--- src/rtl/uart_pkg.sv ---
// Shared UART definitions.
// Holds the receiver and transmitter state encodings and the frame data width
// so both ends of the link agree on them. No ports; import with uart_pkg::*.
package uart_pkg;

  localparam int DATA_BITS = 8;

  // Receiver FSM encoding.
  typedef enum logic [2:0] {
    IDLE,
    START,
    DATA,
    STOP,
    BREAK
  } rx_state_e;

  // Transmitter FSM encoding.
  typedef enum logic [1:0] {
    TX_IDLE,
    TX_START,
    TX_DATA,
    TX_STOP
  } tx_state_e;

endpackage

--- src/rtl/uart_rx_if.sv ---
// Byte-delivery channel from the UART receiver to the consuming logic.
//   data_out   : received byte, stable while data_valid=1
//   data_valid : holding register full
//   data_ready : consumer can take the byte
// Handshake: data_out is presented with data_valid=1 and held unchanged until a
// rising clock edge with data_valid & data_ready, which is the one transfer of
// that byte. data_valid never drops without a transfer (except on reset).
interface uart_rx_if;
  import uart_pkg::*;

  logic [DATA_BITS-1:0] data_out;
  logic                 data_valid;
  logic                 data_ready;

  modport master (
    output data_out,
    output data_valid,
    input  data_ready
  );

  modport slave (
    input  data_out,
    input  data_valid,
    output data_ready
  );

endinterface

--- src/rtl/sync_2ff.sv ---
// Two-flop synchronizer for a single asynchronous input.
//   clk      : destination clock
//   reset_n  : asynchronous active-low reset, both flops load RESET_VAL
//   d        : asynchronous input
//   q        : synchronized output, two clocks of latency
module sync_2ff #(
  parameter logic RESET_VAL = 1'b0
) (
  input  logic clk,
  input  logic reset_n,
  input  logic d,
  output logic q
);

  logic meta;

  always_ff @(posedge clk or negedge reset_n) begin
    if (!reset_n) begin
      meta <= RESET_VAL;
      q    <= RESET_VAL;
    end else begin
      meta <= d;
      q    <= meta;
    end
  end

endmodule

--- src/rtl/uart_rx.sv ---
// UART 8N1 receiver.
// Oversamples rx at CLKS_PER_BIT clocks per bit, samples each bit at mid-bit,
// and places good bytes in a one-entry holding register offered on bus.
//   clk        : system clock, all state on rising edge
//   reset_n    : asynchronous active-low reset
//   rx         : raw serial line, asynchronous, idle high
//   bus        : byte channel (data_out / data_valid / data_ready)
//   frame_err  : one-cycle pulse when the stop bit is sampled low
//   overrun    : sticky; a good byte was dropped because the register was full
//   busy       : registered, high whenever the FSM is not in IDLE
//   state_dbg  : current FSM state
module uart_rx
  import uart_pkg::*;
#(
  parameter int CLKS_PER_BIT = 8
) (
  input  logic      clk,
  input  logic      reset_n,
  input  logic      rx,
  uart_rx_if.master bus,
  output logic      frame_err,
  output logic      overrun,
  output logic      busy,
  output rx_state_e state_dbg
);

  localparam int HALF = CLKS_PER_BIT / 2;
  localparam int CW   = $clog2(CLKS_PER_BIT);

  localparam logic [CW-1:0] CNT_LAST = CW'(CLKS_PER_BIT - 1);
  localparam logic [CW-1:0] CNT_HALF = CW'(HALF - 1);
  localparam logic [2:0]    IDX_LAST = 3'(DATA_BITS - 1);

  if ((CLKS_PER_BIT % 2) != 0 || CLKS_PER_BIT < 4) begin : g_bad_clks_per_bit
    $error("uart_rx: CLKS_PER_BIT must be even and at least 4");
  end

  logic                 rx_s;
  rx_state_e            state, state_nx;
  logic [CW-1:0]        cnt, cnt_nx;
  logic [DATA_BITS-1:0] sh, sh_nx;
  logic [2:0]           idx, idx_nx;
  logic                 deliver;
  logic                 stop_bad;
  logic [DATA_BITS-1:0] data_q;
  logic                 valid_q;

  sync_2ff #(.RESET_VAL(1'b1)) u_sync (
    .clk     (clk),
    .reset_n (reset_n),
    .d       (rx),
    .q       (rx_s)
  );

  // State and datapath registers.
  always_ff @(posedge clk or negedge reset_n) begin
    if (!reset_n) begin
      state <= IDLE;
      cnt   <= '0;
      sh    <= '0;
      idx   <= '0;
    end else begin
      state <= state_nx;
      cnt   <= cnt_nx;
      sh    <= sh_nx;
      idx   <= idx_nx;
    end
  end

  // Next state. The counter free-runs inside a state and is forced to zero on
  // every transition, so each state measures time from its own entry.
  always_comb begin
    state_nx = state;
    cnt_nx   = cnt + CW'(1);
    sh_nx    = sh;
    idx_nx   = idx;
    deliver  = 1'b0;
    stop_bad = 1'b0;

    unique case (state)
      IDLE: begin
        cnt_nx = '0;
        if (!rx_s) state_nx = START;
      end

      START: begin
        // Mid start bit: a line already back high was a glitch, drop silently.
        if (cnt == CNT_HALF) begin
          cnt_nx = '0;
          idx_nx = '0;
          state_nx = rx_s ? IDLE : DATA;
        end
      end

      DATA: begin
        if (cnt == CNT_LAST) begin
          cnt_nx = '0;
          sh_nx  = {rx_s, sh[DATA_BITS-1:1]};
          if (idx == IDX_LAST) state_nx = STOP;
          else                 idx_nx   = idx + 3'd1;
        end
      end

      STOP: begin
        // Leaving at mid-stop lets the next start edge follow with no gap.
        if (cnt == CNT_LAST) begin
          cnt_nx = '0;
          if (rx_s) begin
            deliver  = 1'b1;
            state_nx = IDLE;
          end else begin
            stop_bad = 1'b1;
            state_nx = BREAK;
          end
        end
      end

      BREAK: begin
        // Hold here while the line stays low so a break is one error, not many.
        cnt_nx = '0;
        if (rx_s) state_nx = IDLE;
      end

      default: begin
        cnt_nx   = '0;
        state_nx = IDLE;
      end
    endcase
  end

  // Holding register, status flags. A delivery that coincides with a transfer
  // of the old byte reloads the register instead of counting as an overrun.
  always_ff @(posedge clk or negedge reset_n) begin
    if (!reset_n) begin
      data_q    <= '0;
      valid_q   <= 1'b0;
      overrun   <= 1'b0;
      frame_err <= 1'b0;
      busy      <= 1'b0;
    end else begin
      frame_err <= stop_bad;
      busy      <= (state_nx != IDLE);
      if (deliver) begin
        if (!valid_q || bus.data_ready) begin
          data_q  <= sh;
          valid_q <= 1'b1;
          overrun <= 1'b0;
        end else begin
          overrun <= 1'b1;
        end
      end else if (valid_q && bus.data_ready) begin
        valid_q <= 1'b0;
        overrun <= 1'b0;
      end
    end
  end

  assign bus.data_out   = data_q;
  assign bus.data_valid = valid_q;
  assign state_dbg      = state;

endmodule

--- src/flat_wrapper.sv ---
// flat-port wrapper written by rule: the top's interface ports become plain ports
module uart_rx_flat import uart_pkg::*;
#(
  parameter int CLKS_PER_BIT = 8
)
  (clk, reset_n, rx, frame_err, overrun, busy, state_dbg, bus_data_out, bus_data_valid, bus_data_ready);
  uart_rx_if bus_i ();
  input  logic clk;
  input  logic reset_n;
  input  logic rx;
  output logic frame_err;
  output logic overrun;
  output logic busy;
  output rx_state_e state_dbg;
  output wire logic [$bits(bus_i.data_out)-1:0] bus_data_out;
  output wire logic [$bits(bus_i.data_valid)-1:0] bus_data_valid;
  input wire logic [$bits(bus_i.data_ready)-1:0] bus_data_ready;
  assign bus_data_out = bus_i.data_out;
  assign bus_data_valid = bus_i.data_valid;
  assign bus_i.data_ready = bus_data_ready;
  uart_rx #(.CLKS_PER_BIT(CLKS_PER_BIT)) u_core (.clk(clk), .reset_n(reset_n), .rx(rx), .bus(bus_i), .frame_err(frame_err), .overrun(overrun), .busy(busy), .state_dbg(state_dbg));
endmodule
--- config.mk ---
export PLATFORM = sky130hd
export DESIGN_NAME = uart_rx_flat
export DESIGN_NICKNAME = d
export VERILOG_FILES = /design/src/rtl/uart_pkg.sv /design/src/rtl/uart_rx_if.sv /design/src/rtl/sync_2ff.sv /design/src/rtl/uart_rx.sv /design/src/flat_wrapper.sv
export SDC_FILE = /design/constraint.sdc
export NUM_CORES = 1
export LEC_CHECK = 0
export ABC_AREA = 1
export BUFFER_PORTS_ARGS = -buffer_cell sky130_fd_sc_hd__buf_2
export CORE_MARGIN = 2
export CORE_UTILIZATION = 35
export DETAILED_ROUTE_END_ITERATION = 8
export GPL_TIMING_DRIVEN = 0
export PLACE_DENSITY = 0.62
export SLEW_MARGIN = 10
export SYNTH_ARGS = -nofsm -noshare
export SYNTH_HDL_FRONTEND = slang
export SYNTH_SLANG_ARGS = --single-unit
--- constraint.sdc ---
create_clock -name clk -period 2 [get_ports clk]
set_clock_uncertainty 0.05 [all_clocks]
set_input_delay 0.4 -clock clk [delete_from_list [all_inputs] [get_ports clk]]
set_output_delay 0.4 -clock clk [all_outputs]
set_load 0.02 [all_outputs]
# == Word-level counts from Yosys, hierarchy flattened ==
# Cells that the tools add are included.
# word_totals
ff_bits,31
out_inout_bits,15
# op_classes
n_eq_ne,11
n_mux,27
n_addsub,2
reduce_logical,12
# ops
operator,count
$mux W3,12
$pmux W3 S5,1
$pmux W3 S2,2
$mux W1,11
$eq A3 B2 Y1 const B,3
$eq A3 B3 Y1 const B,3
$add A3 B1 Y3 const B,2
$reduce_and A2 Y1,3
$ne A2 B1 Y1 const B,2
$ne A2 B2 Y1 const B,2
$reduce_and A4 Y1,1
$reduce_bool A2 Y1,2
$eq A3 B1 Y1 const B,1
$logic_not A3 Y1,1
$reduce_bool A3 Y1,1
$mux W2,1
$reduce_or A2 Y1,1
$logic_and A1 B1 Y1,1
$logic_not A1 Y1,1
$logic_or A1 B1 Y1,1

# == Logic depth before layout (Yosys ltp) ==
# depth
ltp_word,5
mapped_depth,9
ltp_nobuf,9

# == By module ==
# Synthesis repeated with hierarchy kept, for this count alone.
# hier_totals
cells_unflattened,149
hier_area_um2,1380.1
# by_module_without_submodules
module,cells_each,area_per_inst_um2,n_inst,seq_area_each_um2
uart_rx,147,1327.5,1,725.7
sync_2ff,2,52.6,1,52.6

# == Worst setup path before layout ==
# OpenSTA, ideal clock, no wires.
# synth_path
path_type,register -> register
startpoint,register u_core.cnt[0]
endpoint,"register u_core.data_q[0], in the netlist u_core.bus.data_out[0]"
period_less_slack_ps,1566
path_slack_ps,434
arrival_time_ps,1399
stages_incl_launch_ff,9
path_cell_list,dfrtp_1 -> ha_1 -> ha_1 -> nand2_1 -> nor2_4 -> nand2_4 -> buf_6 -> nand2_1 -> nand2_1
# synth_via
elab_chain_len,4
# synth_lines
element,line_no,rtl
"start, declared",uart_rx.sv:40,"logic [CW-1:0] cnt, cnt_nx;"
"start signal, assigned",uart_rx.sv:64,cnt <= cnt_nx;
$eq A3 B3 Y1,uart_rx.sv:106,if (cnt == CNT_LAST) begin
$mux W1,uart_rx.sv:106,
$mux W1,uart_rx.sv:80,unique case (state)
$reduce_and A2 Y1 (no line),n/a,
"end signal, assigned",uart_rx.sv:145,data_q <= sh;
"end, declared",uart_rx.sv:45,logic [DATA_BITS-1:0] data_q;
# No other way between the ends.
# A chain may end at the register's enable or synchronous reset.

# == Final worst setup path ==
# layout_path
startpoint,register u_core.cnt[0]
endpoint,register u_core.overrun
# layout_via
elab_chain_len,4
# layout_lines
element,line_no,rtl
$eq A3 B3 Y1 (*),uart_rx.sv:106,
$mux W1 (*),uart_rx.sv:106,
$mux W1 (*),uart_rx.sv:80,
$mux W1 / $reduce_bool A2 Y1 (equally long branches),n/a,
"end signal, assigned",uart_rx.sv:147,overrun <= 1'b0;
"end signal, assigned",uart_rx.sv:149,overrun <= 1'b1;
"end signal, assigned",uart_rx.sv:153,overrun <= 1'b0;
"end, declared",uart_rx.sv:22,"output logic overrun,"
# Mark *: on every way between the ends. The rest lies on a longest branch, timed or not.

==> flow_summary.ini <==
[drt]
routed_via_density = 4.361
routed_wl_mm = 2.452
remaining_drc_errors = 0
wire_per_inst_um = 10.80
ant_nets = 0
drt-initial-drc-count = 49
vias = 990
dr.pass1.iters = 4

[job]
maxCapViolCount = 0

[final_layout]
diodes = 0
drive_above_1_share_pct = 25.99
layout.nets = 188
area_growth_syn_to_layout_pct = 18.72
design_area_um2 = 1714

[cts]
cts_resized = 0
cts-root-buf = clkbuf_8
cts_tree = done
cts_inserted_buffers = 5
clock_sink_count = 31
insertion_delay_ps = 290
clk_pin_slew_ps = 70
cts_buffer_depth = 2
cts_max_level = 2
postCtsSetupRepairBufs = 0
cts_hold_buf = 0

[critical_path]
path_cells = ha_1, ha_1, nand2_1, nor2_4, nand2_4, buf_6, nand2_1, nor2_1
worst-path-stages = 8
slowest_stage = dfrtp_1
worstPathRequired_ps = 2130
worstPathArrival_ps = 1880
end_kind = flop
crit_fanout = 10
path_buf_inv = 1
r2r-start = u_core.cnt[0]
reg2reg_to = u_core.overrun
r2r_slack_ps = 250
endpoint = u_core.overrun
critPathLaunch = u_core.cnt[0]
worst_path_largest_cell_delay_ps = 360
r2r_cells = 8
critPathLaunchType = flop
cpLargestDelayFamily = adder cells
worst-setup-path-type = reg -> reg

[synth]
synth_seq_cells = 31
ys_seq_area_share_pct = 53.90
syn_inst = 151
synthesis.nets = 163
postSynthAreaPerCell_um2 = 9.562
synth-edff-count = 0
ys_top_cells_by_count = nand2_1, dfrtp_1, inv_1
synth.top_cell.area_share_pct = 50.26
yosysMostFrequentCell = nand2_1
ys_async_sr_fraction_pct = 100.0
synth_cell_types = 21
syn_area_um2 = 1444
synth-main-ff-cell = dfrtp_1
ys_warn_count = 0
synth_top_cell_by_area = dfrtp_1
ys_top_cells_by_area = dfrtp_1, nand2_1, ha_1, inv_1, o21ai_2

[sta]
hold_violations = 0
setup_ws_ps = 246.6
finalCritPeriodShare_pct = 87.67
fin_setup_tns_ps = 0
rsz0062_at_grt = no
fin_crit_ps = 1753
slew_viol_final = 0
setup_viol = 0
relSlewSlack_pct = 55.38
timing.fmax_mhz = 570.3
worst_pin_slew_ps = 669.3

[die]
start_util_pct = 36.36
die_w_um = 68.23
std_cell_rows = 23
die_area_um2 = 4655
core-area_um2 = 3971
ios = 19
die_h_um = 68.23

[placed_design]
place_ws_ps = 274.3
place_area_um2 = 1597
hpwl_mm = 1.707
port_buffers = 18
place_congestion = 0.7356

[grt]
antenna_found_initial = 0
grt.busiest_layer = met2
grt_usage_pct = 12.63
met2_usage_pct = 19.42
overflow = 0
gr-usage-met1_pct = 14.86
grt_pass1_wl_mm = 4.140
grt_max_degree = 32
grt_pass1_vias = 926
use_met3_pct = 5.921

[outcome]
status = complete, no violations

[pwr]
p_leak_nw = 0.8684
ir_drop_mv = 0.4747
power.density_nw_per_um2 = 1114

[min_path]
holdCritPathClass = in -> async
## through the flow
stage / util, % / instances / hold slack [ps] / power [mW]
after detailed placement: 40.20 / 219 / 297.6 / 1.283
after global placement: 40.20 / 219 / 297.0 / 1.283
after global routing: 43.16 / 227 / 145.6 / 2.054
after CTS: 43.16 / 227 / 109.9 / 1.945
after floorplan: - / 151 / 54.41 / 1.151
final: 43.16 / 227 / 89.72 / 1.910
## power by group
part	switching [mW]	total [mW]	internal, mW
Combinational	0.326	0.490	0.164
Clock	0.237	0.640	0.403
Sequential	0.0668	0.780	0.713
Total	0.630	1.91	1.28
## layout make-up
type | count | area [µm²]
clock inverters | 2 | 35.03
flip-flops and latches | 31 | 778.2
multi-input cells | 96 | 553.0
plain buffers | 3 | 33.78
repair buffers | 18 | 90.09
clock buffers | 6 | 82.58
well taps | 50 | 62.56
fillers | 393 | 2257
inverters | 21 | 78.83
## cell usage in the layout, fill, tap and decap left out, types with 6 or more instances in the layout
master    Yosys  layout
ha_1          8       8
inv_1        20      20
nand2_1      39      39
buf_2         0      18
nor2_1       11      11
nand3_1       8       8
o21ai_2       8       8
clkbuf_8      0       6
dfrtp_1      29      29
o21ai_1       7       7
## metal layers
metal,vias up,part of all wire (%),wire [µm]
li1,523,-,-
met1,444,49,1194
met2,16,44,1082
met3,7,4.9,121
met4,0,2.2,54
met5,-,0,0
## worst min-delay path by stage
stage | startpoint | endpoint | slack [ps]
after floorplan | reset_n | u_core.bus.data_out[0] | 50
after global placement | u_core.u_sync.meta | u_core.u_sync.q | 300
after detailed placement | u_core.u_sync.meta | u_core.u_sync.q | 300
after CTS | reset_n | u_core.bus.data_out[1] | 110
after global routing | reset_n | u_core.bus.data_out[2] | 150
final | reset_n | u_core.bus.data_out[0] | 90
## cells by family after synthesis
| group | share of synthesized area [%] |
|---|---|
| compound gates | 9.706 |
| buf+inv | 7.798 |
| fa+ha+maj | 6.933 |
| simple gates | 21.66 |
| flops | 53.90 |
## worst reg2reg max path: cells and delay by family (launching register included)
family / cells / cell delay [ps]
and+or+nand+nor: 5 / 490
DFF: 1 / 360
buffers and inverters: 1 / 160
adders and majority gates: 2 / 580
## state kept, by name, indices dropped and copies added (netlist names)
name	cells
u_core.idx	3
u_core.frame_err	1
u_core.bus.data_valid	1
u_core.bus.data_out	8
u_core.busy	1
u_core.u_sync.meta	1
u_core.state_dbg	3
u_core.u_sync.q	1
u_core.sh	8
u_core.overrun	1
u_core.cnt	3
Power figures use the tool's default switching activity.
